`config.mk`:
```
export PLATFORM = sky130hd
export DESIGN_NAME = execute_stage
export DESIGN_NICKNAME = d
export VERILOG_FILES = /design/src/rtl/execute_stage.sv
export SDC_FILE = /design/constraint.sdc
export NUM_CORES = 2
export LEC_CHECK = 0
export BUFFER_PORTS_ARGS = -buffer_cell sky130_fd_sc_hd__buf_2
export CORE_ASPECT_RATIO = 0.8
export CORE_UTILIZATION = 45
export DETAILED_ROUTE_END_ITERATION = 6
export SLEW_MARGIN = 0
export SYNTH_ARGS = -nofsm -noshare
export SYNTH_HDL_FRONTEND = slang
export SYNTH_SLANG_ARGS = --single-unit
```
`constraint.sdc`:
```
create_clock -name clk -period 10.89 [get_ports clk]
set_clock_uncertainty 0.05 [all_clocks]
set_input_delay 0.5445 -clock clk [delete_from_list [all_inputs] [get_ports clk]]
set_output_delay 0.5445 -clock clk [all_outputs]
set_load 0.005 [all_outputs]
```
`src/rtl/execute_stage.sv`:
```
// EX stage: operand forwarding, single-cycle ALU, iterative 32-step mul/div
// unit and the EX/MEM pipeline register feeding the memory-access stage.
//
// state | meaning
// ------+------------------------------------------------------------
// IDLE  | no mul/div in flight; a valid mul/div op issues from here
// BUSY  | one shift-add / restoring-divide step per cycle (32 steps)
// DONE  | result ready; EX/MEM loads it this edge, back to IDLE
module execute_stage #(
    parameter int XLEN = 32,
    parameter int RA_W = 5
) (
    input  logic            clk,
    input  logic            reset_n,
    input  logic            ID_EX_valid,
    input  logic [4:0]      ID_EX_alu_ctrl,
    input  logic            ID_EX_alu_src,
    input  logic [XLEN-1:0] ID_EX_dataA,
    input  logic [XLEN-1:0] ID_EX_dataB,
    input  logic [XLEN-1:0] ID_EX_imm,
    input  logic [RA_W-1:0] ID_EX_rs1,
    input  logic [RA_W-1:0] ID_EX_rs2,
    input  logic [RA_W-1:0] ID_EX_rd,
    input  logic            ID_EX_reg_write,
    input  logic            ID_EX_mem_to_reg,
    input  logic            ID_EX_mem_read,
    input  logic            ID_EX_mem_write,
    input  logic            MEM_WB_reg_write,
    input  logic [RA_W-1:0] MEM_WB_rd,
    input  logic [XLEN-1:0] wb_data,
    output logic            ex_stall,
    output logic            EX_MEM_mem_to_reg,
    output logic            EX_MEM_reg_write,
    output logic            EX_MEM_mem_read,
    output logic            EX_MEM_mem_write,
    output logic [XLEN-1:0] EX_MEM_alu_out,
    output logic [XLEN-1:0] EX_MEM_dataB,
    output logic [RA_W-1:0] EX_MEM_rd
);

    typedef enum logic [1:0] {S_IDLE, S_BUSY, S_DONE} state_t;

    state_t          r_state;
    logic [4:0]      r_count;
    logic [4:0]      r_op;
    logic            r_is_div;
    logic            r_neg_q;
    logic            r_neg_r;
    logic            r_div_zero;
    logic [XLEN-1:0] r_dividend;
    logic [XLEN-1:0] r_mcand;
    logic [XLEN-1:0] r_hi;
    logic [XLEN-1:0] r_lo;

    logic            r_mem_to_reg, r_reg_write, r_mem_read, r_mem_write;
    logic [XLEN-1:0] r_alu_out, r_dataB;
    logic [RA_W-1:0] r_rd;

    logic [XLEN-1:0] w_fwd_a, w_fwd_b, w_opb, w_alu_result, w_md_result;
    logic [XLEN-1:0] w_abs_a, w_abs_b, w_diff;
    logic [XLEN:0]   w_sum, w_shift;
    logic            w_md_issue, w_issue_div, w_issue_signed, w_ge;

    // x0 never forwards; the newer EX/MEM result wins over MEM/WB
    assign w_fwd_a = (r_reg_write && r_rd != '0 && r_rd == ID_EX_rs1) ? r_alu_out :
                     (MEM_WB_reg_write && MEM_WB_rd != '0 && MEM_WB_rd == ID_EX_rs1) ? wb_data :
                     ID_EX_dataA;
    assign w_fwd_b = (r_reg_write && r_rd != '0 && r_rd == ID_EX_rs2) ? r_alu_out :
                     (MEM_WB_reg_write && MEM_WB_rd != '0 && MEM_WB_rd == ID_EX_rs2) ? wb_data :
                     ID_EX_dataB;
    assign w_opb   = ID_EX_alu_src ? ID_EX_imm : w_fwd_b;

    assign w_md_issue     = (r_state == S_IDLE) && ID_EX_valid && ID_EX_alu_ctrl[4];
    // reset must read as "no stall" even while upstream still presents a mul/div op
    assign ex_stall       = reset_n && (w_md_issue || (r_state == S_BUSY));
    assign w_issue_div    = (ID_EX_alu_ctrl >= 5'd18) && (ID_EX_alu_ctrl <= 5'd21);
    assign w_issue_signed = (ID_EX_alu_ctrl == 5'd18) || (ID_EX_alu_ctrl == 5'd20);
    assign w_abs_a = (w_issue_signed && w_fwd_a[XLEN-1]) ? -w_fwd_a : w_fwd_a;
    assign w_abs_b = (w_issue_signed && w_fwd_b[XLEN-1]) ? -w_fwd_b : w_fwd_b;

    // one multiply step: conditional add, then shift {hi,lo} right
    assign w_sum   = {1'b0, r_hi} + (r_lo[0] ? {1'b0, r_mcand} : '0);
    // one restoring divide step: shift in next dividend bit, trial subtract
    assign w_shift = {r_hi, r_lo[XLEN-1]};
    assign w_ge    = w_shift >= {1'b0, r_mcand};
    assign w_diff  = w_shift[XLEN-1:0] - r_mcand;

    // single-cycle ALU
    always_comb begin
        w_alu_result = '0;
        case (ID_EX_alu_ctrl)
            5'd0:    w_alu_result = w_fwd_a + w_opb;
            5'd1:    w_alu_result = w_fwd_a - w_opb;
            5'd2:    w_alu_result = w_fwd_a & w_opb;
            5'd3:    w_alu_result = w_fwd_a | w_opb;
            5'd4:    w_alu_result = w_fwd_a ^ w_opb;
            5'd5:    w_alu_result = w_fwd_a << w_opb[4:0];
            5'd6:    w_alu_result = w_fwd_a >> w_opb[4:0];
            5'd7:    w_alu_result = $signed(w_fwd_a) >>> w_opb[4:0];
            5'd8:    w_alu_result = {{(XLEN-1){1'b0}}, $signed(w_fwd_a) < $signed(w_opb)};
            5'd9:    w_alu_result = {{(XLEN-1){1'b0}}, w_fwd_a < w_opb};
            5'd10:   w_alu_result = w_opb;
            default: w_alu_result = '0;
        endcase
    end

    // final mul/div result with sign and divide-by-zero fix-up
    always_comb begin
        w_md_result = '0;
        case (r_op)
            5'd16:   w_md_result = r_lo;
            5'd17:   w_md_result = r_hi;
            5'd18:   w_md_result = r_div_zero ? '1 : (r_neg_q ? -r_lo : r_lo);
            5'd19:   w_md_result = r_div_zero ? '1 : r_lo;
            5'd20:   w_md_result = r_div_zero ? r_dividend : (r_neg_r ? -r_hi : r_hi);
            5'd21:   w_md_result = r_hi;
            default: w_md_result = '0;
        endcase
    end

    // mul/div sequencer and iterative datapath
    always_ff @(posedge clk or negedge reset_n) begin
        if (!reset_n) begin
            r_state    <= S_IDLE;
            r_count    <= '0;
            r_op       <= '0;
            r_is_div   <= 1'b0;
            r_neg_q    <= 1'b0;
            r_neg_r    <= 1'b0;
            r_div_zero <= 1'b0;
            r_dividend <= '0;
            r_mcand    <= '0;
            r_hi       <= '0;
            r_lo       <= '0;
        end else begin
            case (r_state)
                S_IDLE: begin
                    if (w_md_issue) begin
                        r_state    <= S_BUSY;
                        r_count    <= '0;
                        r_op       <= ID_EX_alu_ctrl;
                        r_is_div   <= w_issue_div;
                        r_neg_q    <= w_issue_signed && (w_fwd_a[XLEN-1] ^ w_fwd_b[XLEN-1]);
                        r_neg_r    <= w_issue_signed && w_fwd_a[XLEN-1];
                        r_div_zero <= (w_fwd_b == '0);
                        r_dividend <= w_fwd_a;
                        r_mcand    <= w_issue_div ? w_abs_b : w_fwd_b;
                        r_lo       <= w_issue_div ? w_abs_a : w_fwd_a;
                        r_hi       <= '0;
                    end
                end
                S_BUSY: begin
                    if (r_is_div) begin
                        r_hi <= w_ge ? w_diff : w_shift[XLEN-1:0];
                        r_lo <= {r_lo[XLEN-2:0], w_ge};
                    end else begin
                        r_hi <= w_sum[XLEN:1];
                        r_lo <= {w_sum[0], r_lo[XLEN-1:1]};
                    end
                    if (r_count == 5'd31) begin
                        r_state <= S_DONE;
                        r_count <= '0;
                    end else begin
                        r_count <= r_count + 5'd1;
                    end
                end
                S_DONE:  r_state <= S_IDLE;
                default: r_state <= S_IDLE;
            endcase
        end
    end

    // EX/MEM register: bubble while stalled, mul/div result on DONE
    always_ff @(posedge clk or negedge reset_n) begin
        if (!reset_n) begin
            r_mem_to_reg <= 1'b0;
            r_reg_write  <= 1'b0;
            r_mem_read   <= 1'b0;
            r_mem_write  <= 1'b0;
            r_alu_out    <= '0;
            r_dataB      <= '0;
            r_rd         <= '0;
        end else if (ex_stall) begin
            r_mem_to_reg <= 1'b0;
            r_reg_write  <= 1'b0;
            r_mem_read   <= 1'b0;
            r_mem_write  <= 1'b0;
        end else begin
            r_alu_out    <= (r_state == S_DONE) ? w_md_result : w_alu_result;
            r_dataB      <= w_fwd_b;
            r_rd         <= ID_EX_rd;
            r_mem_to_reg <= ID_EX_valid && ID_EX_mem_to_reg;
            r_reg_write  <= ID_EX_valid && ID_EX_reg_write;
            r_mem_read   <= ID_EX_valid && ID_EX_mem_read;
            r_mem_write  <= ID_EX_valid && ID_EX_mem_write;
        end
    end

    assign EX_MEM_mem_to_reg = r_mem_to_reg;
    assign EX_MEM_reg_write  = r_reg_write;
    assign EX_MEM_mem_read   = r_mem_read;
    assign EX_MEM_mem_write  = r_mem_write;
    assign EX_MEM_alu_out    = r_alu_out;
    assign EX_MEM_dataB      = r_dataB;
    assign EX_MEM_rd         = r_rd;

endmodule

```
==> results.sh <==
export IMPL_worstPathArrival_ns=7.56
export IMPL_max_slew_margin_rel_pct=10.7
export IMPL_numPortBuffers=235
export IMPL_hp_start="ID_EX_rd[3]"
export IMPL_vias=33200
export IMPL_async_reset_ff_share_pct=100
export IMPL_synth_top_area_cell="dfrtp_1"
export IMPL_whs_ns=0.109
export IMPL_crit_required_ns=11.31
export IMPL_numCtsBuffers=28
export IMPL_rows=81
export IMPL_layout_drive_gt1_share_pct=14.2
export IMPL_seq_power_share_pct=22.6
export IMPL_cts_tree="yes"
export IMPL_dp_hpwl_um=124000
export IMPL_drv_slew=0
export IMPL_routed_wl_um=159000
export IMPL_fp_dieH_um=225
export IMPL_drt_iter0_drc=5204
export IMPL_synth_area_leaders="dfrtp_1 19%, ha_1 7.4%, o21ai_0 6.8%"
export IMPL_hold_viol=0
export IMPL_cp_max_fo=28
export IMPL_syn_area_um2=28100
export IMPL_num_io_pins=236
export IMPL_drcViolationCount=0
export IMPL_core_area_um2=61400
export IMPL_p_sw_mw=3.96
export IMPL_r2r_start="EX_MEM_rd[1]"
export IMPL_synth_top_area_share_pct=19.3
export IMPL_initial_core_util_pct=45.7
export IMPL_clock_power_share_pct=13.9
export IMPL_min_to="EX_MEM_rd[3]"
export IMPL_syn_area_per_cell_um2=7.34
export IMPL_clock_root_buffer="clkbuf_16"
export IMPL_critPathCaptureType="flip-flop"
export IMPL_status="finished, final reports clean"
export IMPL_fp_dieW_um=281
export IMPL_path_clk_slew_ns=0.06
export IMPL_grt_pass1_vias=29400
export IMPL_synthTopCellsByCount="485 x nand2_1, 384 x o21ai_0, 290 x nor2_1"
export IMPL_fin_crit_ns=7.15
export IMPL_rrSetupSlack_ns=3.74
export IMPL_worstHoldPathCells=3
export IMPL_min_path_type="in2reg"
export IMPL_wl_per_cell_um=33.3
export IMPL_start_kind="flip-flop"
export IMPL_dr_pass1_iters=7
export IMPL_place_congestion=1.15
export IMPL_yosysSeqAreaShare_pct=19.3
export IMPL_hold_buffers=1
export IMPL_synth_edf_count=0
export IMPL_timing_rr_end="EX_MEM_alu_out[29]"
export IMPL_fin_tns_setup_ns=0
export IMPL_post_cts_buffers=0
export IMPL_grt_setup_unrepaired="no"
export IMPL_maxCapViolations=0
export IMPL_crit_type="reg2reg"
export IMPL_syn_inst=3827
export IMPL_filler_cell_count=6243
export IMPL_synth_most_common_cell="nand2_1"
export IMPL_ys_ff_latch=217
export IMPL_ys_types=103
export IMPL_htree_levels=1
export IMPL_cts_path_max_buffers=3
export IMPL_dieArea_um2=63400
export IMPL_vdd_ir_drop_worst_mv=0.150
export IMPL_cts_sinks=217
export IMPL_internal_power_mw=3.59
export IMPL_fin_crit_sh_pct=65.6
export IMPL_grt_max_degree=102
export IMPL_r2r_cells=19
export IMPL_nNetsFinal=4246
export IMPL_grt_usage_pct=48.9
export IMPL_synth_nets=4159
export IMPL_antenna_found_initial=14
export IMPL_area_growth_pct=10.5
export IMPL_comb_power_share_pct=63.5
export IMPL_worstMarginPinSlew_ns=1.33
export IMPL_ant_nets=0
export IMPL_fmax_mhz=140
export IMPL_swShare_pct=52.4
export IMPL_overflow=0
export IMPL_grt_pass1_wl_um=222000
export IMPL_clk_latency_ns=0.60
export IMPL_leakage_nw=13.2
export IMPL_power_density_nw_per_um2=243
export IMPL_setup_viol=0
export IMPL_via_per_inst=6.95
export IMPL_yosys_warnings=0
export IMPL_synth_ff_type="dfrtp_1"
export IMPL_cts_resized=0
## worst max-delay path, cell delays in order (launching register included)
cell and delay, ns:
dfrtp_1 0.44, or4_4 0.59, o2111ai_4 0.32, or2_1 0.67, a311o_1 0.54, and2_2 0.67
inv_2 0.09, ha_1 0.27, and3_1 0.20, a21oi_1 0.16, o211ai_1 0.17, and3b_1 0.22
o21ai_0 0.31, a21boi_0 0.33, o221a_2 0.37, o41ai_1 0.82, nor2_1 0.11, o21a_1 0.21
a2111oi_0 0.35, a21oi_1 0.12
## how the worst max path moves through the flow
stage,from,endpoint,slack (ns)
after floorplan,EX_MEM_rd[0],EX_MEM_alu_out[29],5.10
after global placement,MEM_WB_rd[3],EX_MEM_alu_out[29],3.80
after detailed placement,MEM_WB_rd[3],EX_MEM_alu_out[29],3.77
after CTS,EX_MEM_rd[1],EX_MEM_alu_out[29],4.06
after global routing,EX_MEM_rd[1],EX_MEM_alu_out[29],3.61
final,EX_MEM_rd[1],EX_MEM_alu_out[29],3.74
## metrics by stage
| step | instance area (um^2) | std cells | setup WS [ns] | power, mW | util [%] |
|---|---|---|---|---|---|
| 2_1_floorplan | 28100 | 3827 | 5.10 | 4.81 | - |
| 3_3_place_gp | 30000 | 4713 | 3.80 | 6.27 | 48.8 |
| 3_5_place_dp | 30000 | 4713 | 3.77 | 6.28 | 48.8 |
| 4_1_cts | 31000 | 4766 | 4.06 | 7.35 | 50.5 |
| 5_1_grt | 31000 | 4769 | 3.61 | 7.99 | 50.5 |
| 6_report | 31000 | 4776 | 3.74 | 7.55 | 50.5 |
## area by class of cell
class	count	area (um^2)	share of cell area, %
diodes	10	25.0	0.0806
clock buffers	35	798	2.57
clock inverters	17	204	0.657
inverters	164	616	1.98
multi-input cells	3163	20900	67.5
flip-flops and latches	217	5430	17.5
well taps	830	1040	3.35
repair buffers	340	1980	6.37
## metal layers
metal | GRT usage (%) | part of all wire [%] | routed length [um] | vias to the layer above
met5 | 1.09 | 0.085 | 135 | -
met4 | 27.1 | 6.6 | 10600 | 10
met3 | 22.8 | 16 | 26100 | 464
met2 | 61.6 | 36 | 57800 | 2650
met1 | 66.6 | 40 | 64300 | 15800
li1 | - | - | - | 14300
## placed cells by master (no fill, tap or decap), drive strengths merged, types with 34 or more instances in the layout
master  count
mux2i     172
o31ai      44
buf       339
and3       34
nor2      294
clkbuf     35
a21o       62
inv       169
mux2       37
nand3     114
a211oi     78
dfrtp     217
o21ai     399
ha        167
a31oi      67
xnor2     142
a221oi     35
a21oi     288
xor2       66
nand2     487
nor3      107
o211ai     54
## power by group through the flow
stage	Combinational (mW)	Clock (mW)	Sequential, mW
global placement	4.59	0	1.68
CTS	4.62	1.05	1.67
detailed placement	4.60	0	1.68
finish	4.79	1.05	1.71
global route	5.17	1.08	1.74
floorplan	3.40	0	1.40
## logic make-up after synthesis
| group | Yosys count | share of synthesized area, % |
|---|---|---|
| multiplexers | 224 | 8.82 |
| XOR/XNOR | 208 | 6.49 |
| AND/OR/NAND/NOR | 1223 | 19.9 |
| flip-flops | 217 | 19.3 |
| adder cells (fa/ha/maj) | 170 | 7.66 |
| AO/OA/AOI/OAI | 1338 | 31.4 |
| buffers and inverters | 447 | 6.43 |
Power figures use the tool's default switching activity.
